## src/rtl/deconv2x2_upsampler.sv

```systemverilog
// Purpose : 2x2 transposed convolution, scatters a 3x3 input map into a 4x4 buffer and streams it out.
// Latency : accepts one pixel per cycle; the 4x4 result streams out from the cycle after the 9th accept.
// Backpress: in_ready low for the whole drain; out_ready low holds out_data and the read index.
//
// Ports:
//   CLK, RSTn              clock, synchronous active-low reset
//   in_valid/in_data/in_ready     8-bit unsigned input pixel stream (row-major, 9 per frame)
//   out_valid/out_data/out_ready  14-bit unsigned output stream (row-major, 16 per frame)
//   frame_sum              sum of the 16 values drained in the last completed frame
//   frame_done             high during the final output handshake of a frame
// Build option: define DECONV_SAT8_EN to clamp out_data (and frame_sum terms) to 255.
module deconv2x2_upsampler #(
    parameter logic [3:0] CORE2X2_0 = 4'b0010,  // tap for out[r+1][c+1]
    parameter logic [3:0] CORE2X2_1 = 4'b0010,  // tap for out[r+1][c]
    parameter logic [3:0] CORE2X2_2 = 4'b0010,  // tap for out[r][c+1]
    parameter logic [3:0] CORE2X2_3 = 4'b0010   // tap for out[r][c]
) (
    input  logic        CLK,
    input  logic        RSTn,
    input  logic        in_valid,
    input  logic [7:0]  in_data,
    output logic        in_ready,
    output logic        out_valid,
    output logic [13:0] out_data,
    input  logic        out_ready,
    output logic [17:0] frame_sum,
    output logic        frame_done
);

    localparam logic ST_ACC   = 1'b0;
    localparam logic ST_DRAIN = 1'b1;

    logic        state;
    logic [13:0] cell_q [16];
    // The input index k is kept as (row, col) so k/3 and k%3 never need computing.
    logic [1:0]  in_row;
    logic [1:0]  in_col;
    logic [3:0]  out_idx;
    logic [17:0] acc_q;

    logic        accept;
    logic        drain_hs;
    logic        last_out;
    logic [3:0]  base;
    logic [11:0] p0, p1, p2, p3;
    logic [11:0] add [16];
    logic [13:0] cell_rd;
    logic [13:0] out_val;

    assign in_ready   = (state == ST_ACC);
    assign out_valid  = (state == ST_DRAIN);
    assign accept     = in_ready && in_valid;
    assign drain_hs   = out_valid && out_ready;
    assign last_out   = (out_idx == 4'd15);
    assign frame_done = drain_hs && last_out;

    assign base = {in_row, 2'b00} + {2'b00, in_col};
    assign p0   = 12'(in_data) * 12'(CORE2X2_0);
    assign p1   = 12'(in_data) * 12'(CORE2X2_1);
    assign p2   = 12'(in_data) * 12'(CORE2X2_2);
    assign p3   = 12'(in_data) * 12'(CORE2X2_3);

    // The four target cells of one pixel are always distinct, so each cell
    // receives at most one product per cycle.
    always_comb begin
        for (int i = 0; i < 16; i++) begin
            add[i] = '0;
        end
        if (accept) begin
            add[base]         = p3;
            add[base + 4'd1]  = p2;
            add[base + 4'd4]  = p1;
            add[base + 4'd5]  = p0;
        end
    end

    assign cell_rd = cell_q[out_idx];

`ifdef DECONV_SAT8_EN
    assign out_val = (cell_rd > 14'd255) ? 14'd255 : {6'b0, cell_rd[7:0]};
`else
    assign out_val = cell_rd;
`endif

    assign out_data = out_valid ? out_val : 14'd0;

    always_ff @(posedge CLK) begin
        if (!RSTn) begin
            state     <= ST_ACC;
            in_row    <= 2'd0;
            in_col    <= 2'd0;
            out_idx   <= 4'd0;
            acc_q     <= 18'd0;
            frame_sum <= 18'd0;
            for (int i = 0; i < 16; i++) begin
                cell_q[i] <= 14'd0;
            end
        end else begin
            if (accept) begin
                for (int i = 0; i < 16; i++) begin
                    cell_q[i] <= cell_q[i] + {2'b00, add[i]};
                end
                if (in_col == 2'd2) begin
                    in_col <= 2'd0;
                    if (in_row == 2'd2) begin
                        in_row <= 2'd0;
                        state  <= ST_DRAIN;
                    end else begin
                        in_row <= in_row + 2'd1;
                    end
                end else begin
                    in_col <= in_col + 2'd1;
                end
            end
            if (drain_hs) begin
                if (last_out) begin
                    frame_sum <= acc_q + {4'b0, out_data};
                    acc_q     <= 18'd0;
                    out_idx   <= 4'd0;
                    state     <= ST_ACC;
                    for (int i = 0; i < 16; i++) begin
                        cell_q[i] <= 14'd0;
                    end
                end else begin
                    acc_q   <= acc_q + {4'b0, out_data};
                    out_idx <= out_idx + 4'd1;
                end
            end
        end
    end

endmodule
```

## config.mk

```make
export PLATFORM = sky130hd
export DESIGN_NAME = deconv2x2_upsampler
export DESIGN_NICKNAME = d
export VERILOG_FILES = /design/src/rtl/deconv2x2_upsampler.sv
export SDC_FILE = /design/constraint.sdc
export NUM_CORES = 1
export LEC_CHECK = 0
export ABC_CLOCK_PERIOD_IN_PS = 5100
export CAP_MARGIN = 20
export CORE_MARGIN = 2
export CORE_UTILIZATION = 66
export CTS_BUF_LIST = sky130_fd_sc_hd__clkbuf_2
export DETAILED_ROUTE_END_ITERATION = 10
export DONT_BUFFER_PORTS = 1
export GPL_TIMING_DRIVEN = 0
export PLACE_DENSITY = 0.82
export SYNTH_ARGS = -nofsm -noshare
export SYNTH_HDL_FRONTEND = slang
export SYNTH_SLANG_ARGS = --single-unit
```

## constraint.sdc

```tcl
create_clock -name CLK -period 5.1 [get_ports CLK]
set_input_delay 0.255 -clock CLK [delete_from_list [all_inputs] [get_ports CLK]]
set_output_delay 0.255 -clock CLK [all_outputs]
set_load 0.005 [all_outputs]
```

### Word-level counts from Yosys, hierarchy flattened

Memories as Yosys holds them, arrays and structs flattened. A register that Yosys moved wholly into a read port is not among the register bits.
Index checks and enable logic that the tools add are counted.

| storage, ports and cells | value |
|---|---|
| bits in registers | 45 |
| RAM bits | 224 |
| bits of input ports | 12 |
| output and inout bits | 35 |
| memories kept | 1 |

Memory list:

| name | depth | bits a word | read ports | clocked after Yosys merged registers in | write ports | line | RTL |
|---|---|---|---|---|---|---|---|
| cell_q | 16 | 14 | 17 | 1 | 16 | 34 | `logic [13:0] cell_q [16];` |

| operators by class | value |
|---|---|
| $add $sub $neg | 24 |
| $lt $le $gt $ge | 8 |
| eq/ne operators | 3 |
| multiplexer cells | 64 |
| bitwise operators | 38 |
| reductions and logical operators | 9 |

Operators by type and width:

| kind | count |
|---|---|
| $bwmux W192 | 3 |
| $mux W14 | 33 |
| $add A14 B12 Y14 | 16 |
| $and A189 B192 Y192 | 1 |
| $demux W12 S4 | 4 |
| $mux W192 | 1 |
| $mux W12 | 4 |
| $or A1 B1 Y1 | 32 |
| $ge A5 B5 Y1 const B | 4 |
| $lt A5 B1 Y1 const B | 4 |
| $not A4 Y5 | 4 |
| $add A18 B14 Y18 | 1 |
| $mux W18 | 1 |
| $mux W1 | 13 |
| $mux W4 | 3 |
| $add A4 B1 Y4 const B | 2 |
| $add A4 B3 Y4 const B | 2 |
| $logic_and A1 B1 Y1 | 7 |
| $add A2 B1 Y2 const B | 2 |
| $add A4 B2 Y4 | 1 |
| $eq A2 B2 Y1 const B | 2 |
| $eq A4 B4 Y1 const B | 1 |
| $mux W2 | 2 |
| $reduce_and A2 Y1 | 2 |
| $not A1 Y1 | 1 |

### Longest topological paths before layout

| depth | value |
|---|---|
| word-level depth | 14 |
| gate-level depth with buffers | 16 |
| depth with buffers taken out | 13 |

### Least setup slack after synthesis

Ideal clock, no wire load.

| path | value |
|---|---|
| kind | flip-flop to flip-flop |
| start | reg out_idx[0] |
| end | mem cell_q[1][10], enable pin |
| setup time | 0.874 ns |
| arrival | 2.857 ns |
| required time | 4.226 ns |
| setup slack | 1.369 ns |
| stages on the path, launching flop included | 8 |
| buffers on the path | 1 |
| clock period less this slack | 3.731 ns |
| cell sequence | dfxtp_1 > ha_1 > and3_1 > nand2_1 > inv_1 > nor2_1 > buf_2 > nand2_1 |

RTL lines:

| element | line | RTL |
|---|---|---|
| start: declaration | 38 | `logic [3:0] out_idx;` |
| start signal: assignment | 126 | `out_idx <= out_idx + 4'd1;` |
| end: declaration | 34 |  |

==> impl_metrics.tcl <==
set metrics [dict create \
    yosysSeqAreaShare_pct 34.0 \
    synthCells 2046 \
    crit_type "reg2reg" \
    overflow 0 \
    endpoint_kind "flip-flop" \
    nets 2297 \
    worstHoldStart "in_data[1]" \
    setup_tns_ps 0 \
    cts_tree "built" \
    drt_iter0_drc 1932 \
    ys_async_sr_fraction_pct 0 \
    area_growth_pct 6.68 \
    hold_viol 0 \
    first_global_vias 15861 \
    synthDistinctLibCells 68 \
    synth_most_common_cell "nor2_1" \
    grt_pass1_wl_um 86500 \
    swShare_pct 31.3 \
    reg2reg_slack_ps 80 \
    path_delay_family "compound AO/OA/AOI/OAI gates" \
    leakagePower_uw 0.00795 \
    initial_core_util_pct 67.3 \
    postPlaceCellArea_sq_um 18600 \
    syn_area_per_cell_sq_um 8.88 \
    min_period_ps 5020 \
    synth-edff-count 104 \
    drc 0 \
    clock_path_buffers 3 \
    r2r_end "frame_sum[10]$_SDFFE_PN0P_" \
    die_h_um 170 \
    hold_depth 4 \
    dieArea_sq_um 28900 \
    ys.flop_type "dfxtp_1" \
    ctsHtreeMaxLevel 3 \
    wire_per_inst_um 22.3 \
    hp-class "in2reg" \
    rsz0062_at_grt "no" \
    status "complete, no violations" \
    drive_gt1_share_pct 10.4 \
    pwr-share-clk_pct 37.4 \
    vias_per_cell 6.69 \
    fmax_ghz 0.199 \
    dr.pass1.iters 8 \
    holdPathEnd "cell_q[13][2]$_SDFFE_PP0P_" \
    antenna_found_initial 2 \
    path_max_fanout 10 \
    maxSlewViolCount 0 \
    dp_hpwl_um 41600 \
    fin_crit_sh_pct 98.5 \
    synth.area.top_cells "edfxtp_1, dfxtp_1, ha_1, mux4_2, nor2_1" \
    worstPathCellList "clkbuf_1 -> clkbuf_1 -> mux4_2 -> mux4_2 -> and2_1 -> fa_1 -> a211oi_1 -> o21ai_2 -> o221a_2 -> a21boi_1 -> nor4_1 -> a311o_1" \
    cts_sinks 257 \
    switching_power_uw 1430 \
    p_int_uw 3140 \
    path_clk_slew_ps 100 \
    synth_seq_cells 257 \
    port_buffers 0 \
    total_power_uw 4570 \
    die_w_um 170 \
    vdd_drop_max_mv 0.140 \
    place_ws_ps 182 \
    setup_viol 0 \
    num_io_pins 47 \
    max_cap_violations 0 \
    skew_ps 96.8 \
    fin_ws_ps 76.5 \
    p_comb_share_pct 12.7 \
    slowest_delay_ps 650 \
    wirelength_um 56200 \
    clock-root-buffer "clkbuf_2" \
    gp_congestion 1.00 \
    cpMaxStageDelayCell "clkbuf_1" \
    synth_top_cell_by_area "edfxtp_1" \
    powerDensity_nw_per_um2 236 \
    design_area_sq_um 19400 \
    syn_area_sq_um 18200 \
    cp-start-kind "flip-flop" \
    power_frac_seq_pct 49.9 \
    fin_util_pct 71.8 \
    reg2reg_depth 12 \
    cp.required_ps 5940 \
    ant_nets 0 \
    synth_common_cells "nor2_1, a21oi_1, nand2_1" \
    cts_buffers 71 \
    cp.arrival_ps 5870 \
    grt_max_degree 47 \
    synth_warnings 0 \
    critical_path_buf_inv_count 2 \
    worstSkewPairLatency_ps 970 \
    core_area_sq_um 27000 \
    placement_rows 60 \
    slew_headroom_pct 25.3 \
    worst_pin_slew_ps 1110 \
    synthDominantCellAreaShare_pct 17.2 \
    via_count 16870 \
    track_usage_pct 38.9 \
]
==> registers in the layout (all words and copies together), names as in the netlist, named ones only <==
| name | cells |
|---|---|
| cell_q | 208 |
| in_row | 2 |
| acc_q | 18 |
| out_valid | 1 |
| in_col | 2 |
| frame_sum | 18 |
| out_idx | 4 |
==> layout by cell type, fill, tap and decap left out, types with 11 or more instances in the layout <==
master    count
buf_1        12
o21a_1       25
nand3_1      76
xnor2_1      49
fa_1         17
or3_1        36
xor2_1       71
ha_1        143
a21oi_1     176
nand4_1      17
nand2_1     173
clkbuf_2    113
buf_2        18
a31oi_1      22
clkinv_1     11
inv_1        55
and3_1       32
a21o_1       41
mux4_2       65
clkbuf_1     55
o21ai_0     105
nor3_1       43
o211ai_1     26
nor2_1      333
edfxtp_1    104
and2_1       21
a211oi_1     37
dfxtp_1     153
==> cell families (layout without fill, tap and decap cells) <==
group                      Yosys count  after routing  share of synthesized area (%)
adders and majority gates          160            160                           11.7
AOI/OAI and AO/OA                  497            497                           16.9
other                                1              3                         0.0206
and+or+nand+nor                    786            786                           19.5
muxes                               76             76                           8.67
buffers and inverters              149            282                           3.37
DFF                                257            257                           34.0
xor gates and xnor gates           120            120                           5.78
==> timing repair <==
action                     in CTS  in global routing
hold endpoints to repair       55                  0
buffers inserted                0                  0
gates resized for setup         0                  5
hold buffers                    4                  0
setup endpoints to repair       0                  2
==> routing by layer <==
layer | global-route usage (%) | vias up | part of all wire [%]
li1 | - | 7669 | -
met5 | 0 | - | 0
met2 | 60.9 | 981 | 44
met4 | 21.6 | 0 | 5.9
met3 | 8.21 | 252 | 11
met1 | 50.6 | 7968 | 39
==> per-stage QoR <==
step,hold WS (ps),cells
final,15.4,2522
after global routing,36.4,2522
after CTS,0.557,2521
after detailed placement,451,2389
after global placement,443,2388
after floorplan,429,2047
==> cell type report <==
cell class	count	area, sq um
Inverter	55	206
Tap cell	341	427
Sequential cell	257	6190
Multi-Input combinational cell	1641	11400
Buffer	94	408
Antenna cell	1	2.50
Clock inverter	17	149
Clock buffer	111	556
Timing Repair Buffer	5	67.6
Fill cell	2167	7630
==> power groups by stage <==
| stage | Sequential [uW] | Combinational [uW] | Clock, uW |
|---|---|---|---|
| after floorplan | 2300 | 391 | 0 |
| after global placement | 2330 | 532 | 0 |
| after detailed placement | 2320 | 554 | 0 |
| after CTS | 2280 | 563 | 1690 |
| after global routing | 2290 | 624 | 1780 |
| final | 2280 | 581 | 1710 |
==> tightest hold or removal path, stage by stage <==
cell      delay, ps
nand2_1         230
or2_2           190
fa_1            160
a211oi_1         60
==> worst max path at each step <==
| stage | start | slack, ps | end | depth (start not counted) |
|---|---|---|---|---|
| after floorplan | out_idx[0]$_SDFFE_PN0P_ | 1370 | cell_q[1][10]$_SDFFCE_PP0P_ | 7 |
| after global placement | out_valid$_SDFF_PN0_ | -290 | cell_q[7][2]$_SDFFCE_PP0P_ | 8 |
| after detailed placement | flip-flop | 180 | frame_sum[10]$_SDFFE_PN0P_ | 12 |
| after CTS | flip-flop | 130 | frame_sum[10]$_SDFFE_PN0P_ | 12 |
| after global routing | out_valid$_SDFF_PN0_ | 0.1 | cell_q[4][13]$_SDFFCE_PP0P_ | 15 |
| final | flip-flop | 80 | frame_sum[10]$_SDFFE_PN0P_ | 12 |
Power figures use the tool's default switching activity.
